### src/rtl/icache_miss_ctrl.sv
// rtl/icache_miss_ctrl.sv - instruction cache miss controller
// Stalls fetch on a miss, fetches one block from DRAM, fills the cache and replays the lookup.
`timescale 1ns/1ps
module icache_miss_ctrl #(
   parameter int ADDR_WIDTH      = 32,
   parameter int BLOCK_SIZE_BITS = 64,
   parameter int OFFSET_BITS     = 3
) (
   input  logic                       clk,
   input  logic                       rst_aL,
   input  logic                       fetch_req_valid,
   input  logic [ADDR_WIDTH-1:0]      fetch_addr,
   input  logic                       flush,
   output logic                       fetch_stall,
   output logic                       fetch_data_valid,
   output logic [ADDR_WIDTH-1:0]      cache_addr,
   input  logic                       cache_hit,
   output logic                       cache_we_aL,
   output logic [BLOCK_SIZE_BITS-1:0] cache_write_data,
   output logic                       dram_req_valid,
   input  logic                       dram_req_ready,
   output logic [ADDR_WIDTH-1:0]      dram_req_addr,
   input  logic                       dram_resp_valid,
   input  logic [BLOCK_SIZE_BITS-1:0] dram_resp_data,
   output logic [31:0]                miss_count
);

   typedef enum logic [2:0] {
      S_IDLE, S_REQ, S_WAIT, S_FILL, S_REPLAY, S_DRAIN
   } state_t;

   state_t                     state_q;
   logic [ADDR_WIDTH-1:0]      miss_addr_q;
   logic [BLOCK_SIZE_BITS-1:0] fill_q;
   logic [31:0]                miss_count_q;
   logic [31:0]                miss_count_d;

   assign miss_count_d = (miss_count_q == 32'hFFFF_FFFF) ? miss_count_q : miss_count_q + 32'd1;

   always_ff @(posedge clk) begin
      if (!rst_aL) begin
         state_q      <= S_IDLE;
         miss_addr_q  <= '0;
         fill_q       <= '0;
         miss_count_q <= '0;
      end else begin
         case (state_q)
            S_IDLE: begin
               if (fetch_req_valid && !cache_hit && !flush) begin
                  miss_addr_q <= fetch_addr;
                  state_q     <= S_REQ;
               end
            end
            S_REQ: begin
               // An accepted request must be drained even if flushed in the same cycle.
               if (dram_req_ready) begin
                  miss_count_q <= miss_count_d;
                  state_q      <= flush ? S_DRAIN : S_WAIT;
               end else if (flush) begin
                  state_q <= S_IDLE;
               end
            end
            S_WAIT: begin
               if (dram_resp_valid) begin
                  if (flush) begin
                     state_q <= S_IDLE;
                  end else begin
                     fill_q  <= dram_resp_data;
                     state_q <= S_FILL;
                  end
               end else if (flush) begin
                  state_q <= S_DRAIN;
               end
            end
            S_FILL:   state_q <= flush ? S_IDLE : S_REPLAY;
            S_REPLAY: state_q <= (flush || cache_hit) ? S_IDLE : S_REQ;
            S_DRAIN: begin
               if (dram_resp_valid) state_q <= S_IDLE;
            end
            default:  state_q <= S_IDLE;
         endcase
      end
   end

   always_comb begin
      cache_addr       = miss_addr_q;
      fetch_stall      = 1'b1;
      fetch_data_valid = 1'b0;
      case (state_q)
         S_IDLE: begin
            cache_addr       = fetch_addr;
            fetch_stall      = fetch_req_valid && !cache_hit && !flush;
            fetch_data_valid = fetch_req_valid && cache_hit && !flush;
         end
         S_REPLAY: fetch_data_valid = cache_hit && !flush;
         default: ;
      endcase
   end

   assign cache_we_aL      = (state_q != S_FILL);
   assign cache_write_data = fill_q;
   assign dram_req_valid   = (state_q == S_REQ);
   assign dram_req_addr    = {miss_addr_q[ADDR_WIDTH-1:OFFSET_BITS], {OFFSET_BITS{1'b0}}};
   assign miss_count       = miss_count_q;

endmodule

### config.mk
export PLATFORM = sky130hd
export DESIGN_NAME = icache_miss_ctrl
export DESIGN_NICKNAME = d
export VERILOG_FILES = /design/src/rtl/icache_miss_ctrl.sv
export SDC_FILE = /design/constraint.sdc
export NUM_CORES = 1
export LEC_CHECK = 0
export ABC_CLOCK_PERIOD_IN_PS = 2460
export CAP_MARGIN = 5
export CORE_MARGIN = 1
export CORE_UTILIZATION = 35
export DETAILED_ROUTE_END_ITERATION = 8
export PLACE_DENSITY = 0.7
export SLEW_MARGIN = 10
export SYNTH_ARGS = -nofsm -noshare
export SYNTH_HDL_FRONTEND = slang
export SYNTH_SLANG_ARGS = --single-unit
### constraint.sdc
create_clock -name clk -period 2.46 [get_ports clk]
set_clock_uncertainty 0.15 [all_clocks]
set_input_delay 0.492 -clock clk [delete_from_list [all_inputs] [get_ports clk]]
set_output_delay 0.492 -clock clk [all_outputs]
set_load 0.02 [all_outputs]
==> impl_metrics.tcl, run 1 <==
set metrics [dict create \
    status "finished, final reports clean" \
    critical_path.startpoint_type "register" \
    cts.clk_slew.worst_paths_ns 0.06 \
    postRouteAntennaNets 0 \
    cts_tree "done" \
    drtIter0Drc 237 \
    max-clock-path-buffers 2 \
    min_path_type "register to register" \
    p_int_mw 4.585 \
    clock_power_share_pct 42.5 \
    syn-cell-area_um2 5779 \
    hold_viol 0 \
    p_per_area_nw_per_um2 681.0 \
    ioPinCount 267 \
    synthAdderAreaFrac_pct 0.2165 \
    path_class "register to output port" \
    post-place-ws_ns -0.3206 \
    cts_buffers 17 \
    grt_max_degree 65 \
    worst_slack_ns 0.06631 \
    critPathRequiredTime_ns 1.82 \
    cts_root_buf "clkbuf_16" \
    rows 46 \
    areaGrowthSynthToFinish_pct 59.86 \
    yosys_register_bits 131 \
    routed_via_density 4.810 \
    antennaDiodeCount 0 \
    r2r-end "miss_count[28]" \
    clk_latency_ns 0.41 \
    yosys_warnings 0 \
    netSwitchingFraction_pct 27.13 \
    yosysUniqueCellTypes 45 \
    drive_above_1_share_pct 15.66 \
    synth-async-reset-ratio_pct 0 \
    crit_path_end_kind "output port" \
    synth_compound_area_share_pct 15.46 \
    ys_seq_area_share_pct 45.38 \
    synthXorXnorAreaFrac_pct 0.3031 \
    cp-endpoint "cache_addr[21]" \
    wl_per_cell_um 14.53 \
    syn_avg_cell_area_um2 7.939 \
    syn_inst 728 \
    synthFlopType "dfxtp_1" \
    cap_violations 0 \
    grt_overflow 0 \
    whs_ns 0.3007 \
    dr_total_vias 5830 \
    seq_power_share_pct 35.2 \
    portBuffers 263 \
    drv_slew 0 \
    max_freq_mhz 417.8 \
    antenna_found_initial 0 \
    min_period_over_period_pct 97.30 \
    wl_um 17610 \
    cp-startpoint "state_q[2]" \
    cts_hold_buffers 0 \
    synth_most_common_cell "nand2_1" \
    gp_congestion 0.8449 \
    fin_crit_ns 2.394 \
    die_height_um 130.5 \
    dieArea_um2 17030 \
    fin_setup_tns_ns 0 \
    ys_top_cells_by_area "dfxtp_1 (45%), nand2_1 (14%), a21oi_1 (11%)" \
    r2r-start "state_q[2]" \
    ir_worst_vdd_v 0.0005172 \
    synth_edf_count 0 \
    drc 0 \
    final_nets 1087 \
    leakage_nw 3.254 \
    core_area_um2 16000 \
    synth-simple-area-share_pct 23.68 \
    grt_first_pass_wirelength_um 26920 \
    r2r_slack_ns 0.12 \
    reg2regPathDepth 7 \
    power_frac_comb_pct 22.4 \
    synth_commonest_cells "nand2_1 (214), dfxtp_1 (131), a21oi_1 (126)" \
    dp_hpwl_um 12390 \
    cp.arrival_ns 1.75 \
    synth.area.mux_share_pct 6.928 \
    finalSetupViolCount 0 \
    final_core_util_pct 57.74 \
    p_switching_mw 1.707 \
    grt_pass1_vias 5459 \
    grt_setup_unrepaired "yes" \
    grt_usage_pct 20.27 \
    synth_top_family_by_area "simple AND/OR/NAND/NOR gates" \
    die_x_um 130.5 \
    first_pass_iters 4 \
    h-tree-depth 4 \
    yosysTopAreaCell "dfxtp_1" \
    initial_core_util_pct 36.12 \
    cts.sinks 131 \
    cp_max_fo 9 \
    yosysTopAreaCellShare_pct 45.38 \
]
==> power by group through the flow <==
stage               combinational, mW  clock [mW]  sequential [mW]
floorplan                       0.764           0             2.27
global placement                 1.47           0             2.25
detailed placement               1.48           0             2.25
CTS                              1.51        2.73             2.21
global route                     1.51        2.81             2.22
finish                           1.41        2.67             2.21
==> metrics by stage <==
| stage | instance area (µm²) | cells | power, mW |
|---|---|---|---|
| 3_3_place_gp | 8727 | 1177 | 3.724 |
| 3_5_place_dp | 8727 | 1177 | 3.733 |
| 5_1_grt | 9239 | 1212 | 6.537 |
| 6_report | 9239 | 1212 | 6.292 |
| 4_1_cts | 9295 | 1215 | 6.448 |
| 2_1_floorplan | 5787 | 730 | 3.034 |
==> flip-flops by register name, summed over array words and instances, names as in the netlist <==
| signal | count |
|---|---|
| miss_addr_q | 32 |
| cache_write_data | 64 |
| state_q | 3 |
| miss_count | 32 |
==> final cells by class <==
type | count | area [µm²]
Sequential cell | 131 | 2625
Clock buffer | 19 | 442.9
Multi-Input combinational cell | 511 | 2730
Tap cell | 216 | 270.3
Clock inverter | 13 | 183.9
Timing Repair Buffer | 312 | 2947
Fill cell | 1512 | 6761
Inverter | 10 | 40.04
==> kinds of logic (layout without fill, tap and decap cells) <==
logic type | Yosys count | after routing
xor+xnor | 2 | 2
fa+ha+maj | 1 | 1
flops | 131 | 131
mux | 36 | 36
simple gates | 303 | 303
compound gates | 166 | 166
other cells | 1 | 3
buf+inv | 88 | 354
==> critical path, stage by stage (launching register included) <==
cell     delay [ns]
dfxtp_2        0.33
nor3_4         0.23
buf_6          0.14
buf_12         0.13
mux2_2         0.35
buf_2          0.16
==> metal layers <==
layer | global-route usage [%] | vias up | wire [µm]
met5 | 0 | - | 0
met1 | 22.21 | 2646 | 6981
li1 | - | 2965 | -
met3 | 7.940 | 18 | 1684
met2 | 35.48 | 201 | 8712
met4 | 7.167 | 0 | 233
==> layout by cell type (no fill, tap or decap), types with 3 or more instances in the layout <==
cell type / netlist / final
buf_12: 0 / 8
nand2_1: 214 / 214
nand2b_1: 5 / 5
nand4_1: 6 / 6
nand3_1: 13 / 13
clkinvlp_4: 0 / 3
and3_1: 7 / 7
mux2i_1: 4 / 4
dlygate4sd2_1: 0 / 3
buf_4: 32 / 42
clkinv_2: 0 / 3
or4_1: 12 / 11
clkbuf_16: 0 / 17
bufinv_16: 0 / 4
o31ai_1: 10 / 10
clkdlybuf4s50_1: 0 / 227
or3_1: 18 / 18
o21ai_0: 21 / 21
buf_2: 2 / 29
and4_1: 5 / 5
inv_1: 9 / 9
nor2_1: 6 / 6
conb_1: 1 / 3
mux2_2: 32 / 30
dfxtp_1: 131 / 129
clkinv_4: 0 / 3
nor3_1: 5 / 4
a21oi_1: 126 / 126
==> how the worst min path moves through the flow <==
| stage | start | to | cells after the start |
|---|---|---|---|
| floorplan | miss_addr_q[0] | miss_addr_q[0] | 2 |
| global placement | miss_addr_q[2] | miss_addr_q[2] | 2 |
| detailed placement | cache_write_data[2] | cache_write_data[2] | 2 |
| CTS | cache_write_data[48] | cache_write_data[48] | 2 |
| global route | cache_write_data[2] | cache_write_data[2] | 2 |
| finish | cache_write_data[2] | cache_write_data[2] | 2 |
==> timing repair <==
item,in CTS,in global routing
setup buffers,4,0
gates resized for setup,137,10
endpoints found under the setup margin,36,35
pin swaps,1,1
cloned,2,0
Power figures use the tool's default switching activity.
==> run 2, diff against run 1 <==
--- a/config.mk
+++ b/config.mk
@@ -7,10 +7,12 @@
 export LEC_CHECK = 0
 export ABC_CLOCK_PERIOD_IN_PS = 2460
 export CAP_MARGIN = 5
+export CELL_PAD_IN_SITES_DETAIL_PLACEMENT = 1
+export CELL_PAD_IN_SITES_GLOBAL_PLACEMENT = 2
 export CORE_MARGIN = 1
-export CORE_UTILIZATION = 35
+export CORE_UTILIZATION = 22
 export DETAILED_ROUTE_END_ITERATION = 8
-export PLACE_DENSITY = 0.7
+export PLACE_DENSITY = 0.8
 export SLEW_MARGIN = 10
 export SYNTH_ARGS = -nofsm -noshare
 export SYNTH_HDL_FRONTEND = slang
==> run 2 against run 1 <==
- the run now ends with negative setup slack left
- combinational power rose by 18%
- worst hold slack improved by 0.0029 ns
- register-to-register slack improved by 0.03 ns
- count of clock-buffer cells in the layout fell by 2
- first-iteration DRC count fell by 19%
- clock power fell by 3%
- non-clock buffer count rose by 10
- die area rose by 58%
- critical path type unchanged
- largest cell class unchanged
==> impl_metrics.tcl, run 2 (synthesis gave the netlist of run 1 again) <==
set metrics [dict create \
    final_cell_mix "clkdlybuf4s50_1 (227), nand2_1 (214), dfxtp_1 (129)" \
    ir_worst_vdd_v 0.0003153 \
    drv_slew 0 \
    fin_crit_ns 2.461 \
    portBuffers 263 \
    drc 0 \
    min_period_over_period_pct 100.0 \
    cts.sinks 131 \
    postRouteAntennaNets 0 \
    failed_checks "negative setup slack" \
    drtIter0Drc 193 \
    drive_above_1_share_pct 16.90 \
    gp_congestion 0.7520 \
    initial_core_util_pct 22.69 \
    cts_buffers 17 \
    finalSetupViolCount 3 \
    wl_um 20660 \
    r2r-end "miss_count[28]" \
    grt_usage_pct 15.26 \
    leakage_nw 3.374 \
    r2r_slack_ns 0.15 \
    reg2regPathDepth 5 \
    fill_cells 2964 \
    dr_total_vias 6028 \
    clk_latency_ns 0.42 \
    critical_path.startpoint_type "register" \
    cp_max_fo 8 \
    top_usage_layer "met2" \
    dp_cells 1294 \
    grt_overflow 0 \
    antenna_found_initial 1 \
    ioPinCount 267 \
    first_pass_iters 4 \
    hold_depth 2 \
    max-clock-path-buffers 2 \
    critPathRequiredTime_ns 1.82 \
    h-tree-depth 4 \
    areaGrowthSynthToFinish_pct 66.01 \
    crit_path_end_kind "output port" \
    final_cell_count_no_fill 1336 \
    mostFrequentLayoutCell "clkdlybuf4s50_1" \
    post-place-ws_ns -0.3773 \
    gr-usage-met1_pct 18.27 \
    grt_setup_unrepaired "yes" \
    final_nets 1097 \
    status "finished with violations" \
    min_path_type "register to register" \
    hold_viol 0 \
    dp_hpwl_um 14600 \
    die_height_um 164.1 \
    cp.arrival_ns 1.82 \
    routed_via_density 4.512 \
    worst_slack_ns -0.001082 \
    largest_reg_flops 64 \
    grtUsageMet2_pct 24.86 \
    met3_usage_pct 5.934 \
    grt_first_pass_wirelength_um 32110 \
    antennaDiodeCount 0 \
    hold-path-endpoint "cache_write_data[60]" \
    rows 58 \
    grt_pass1_vias 5912 \
    cts_tree "done" \
    wl_per_cell_um 15.46 \
    die_x_um 164.1 \
    core_area_um2 25470 \
    cap_violations 0 \
    grt_max_degree 65 \
    path_class "register to output port" \
    hold_start "cache_write_data[60]" \
    cts_root_buf "clkbuf_16" \
    cts.clk_slew.worst_paths_ns 0.06 \
    p_per_area_nw_per_um2 675.1 \
    r2r-start "miss_count[9]" \
    max_freq_mhz 406.3 \
    dieArea_um2 26920 \
]
## run 2: layout make-up
type                       instances  area [µm²]  area share, %
inverter                          10       40.04         0.4173
sequential                       131        2628          27.39
multi-input combinational        511        2799          29.17
tap                              330       412.9          4.304
clock inverter                    15       168.9          1.761
timing repair buffer             322        3120          32.52
clock buffer                      17       425.4          4.434
## run 2: repair_timing
item / 4_1_cts / 5_1_grt
buffers inserted: 5 / 4
pin swaps: 1 / 2
gates cloned: 2 / 0
endpoints found under the setup margin: 36 / 22
hold buffers: 0 / 0
resized for setup: 154 / 36
## run 2: report_power, final
part	internal, mW	switching, mW
Clock	1.52	1.07
Sequential	2.18	0.0379
Combinational	0.883	0.785
## run 2: through the flow
stage	utilization [%]	hold slack, ns	TNS, ns	cell area (µm²)	power (mW)
floorplan	-	0.2838	0	5787	3.034
CTS	37.20	0.3046	-0.2830	9475	6.500
detailed placement	34.91	0.2958	-8.598	8892	3.761
global placement	34.91	0.2903	-6.736	8892	3.753
finish	37.67	0.3036	-0.002052	9594	6.477
global route	37.67	0.3249	-0.7417	9594	6.798
## run 2: how the worst max path moves through the flow
stage	from	cells past startpoint	slack (ns)	to
2_1_floorplan	state_q[0]	4	0.05	cache_addr[10]
3_3_place_gp	dram_req_ready	7	-0.32	miss_count[28]
3_5_place_dp	dram_req_ready	7	-0.38	miss_count[28]
4_1_cts	state_q[1]	6	-0.08	cache_addr[8]
5_1_grt	state_q[0]	6	-0.07	cache_addr[8]
6_report	state_q[0]	6	-0.001	cache_addr[5]
## run 2: routing by layer
layer  up-vias  wire length [µm]
li1       2985                 -
met1      2837              8773
met2       190              9834
met3        16              1758
met4         0               290
met5         -                 0
## run 2: worst max-delay path, cell delays in order, from the launching register on
cell,delay [ns]
dfxtp_4,0.35
nor3_4,0.22
buf_6,0.16
buf_12,0.13
buf_6,0.11
mux2_4,0.30
buf_6,0.13
==> run 3, diff against run 2 <==
--- a/config.mk
+++ b/config.mk
@@ -12,6 +12,7 @@
 export CORE_MARGIN = 1
 export CORE_UTILIZATION = 22
 export DETAILED_ROUTE_END_ITERATION = 8
+export HOLD_SLACK_MARGIN = 0.05
 export PLACE_DENSITY = 0.8
 export SLEW_MARGIN = 10
 export SYNTH_ARGS = -nofsm -noshare
==> results of run 3 <==
Final layout, timing and power as in run 2 (identical DEF).
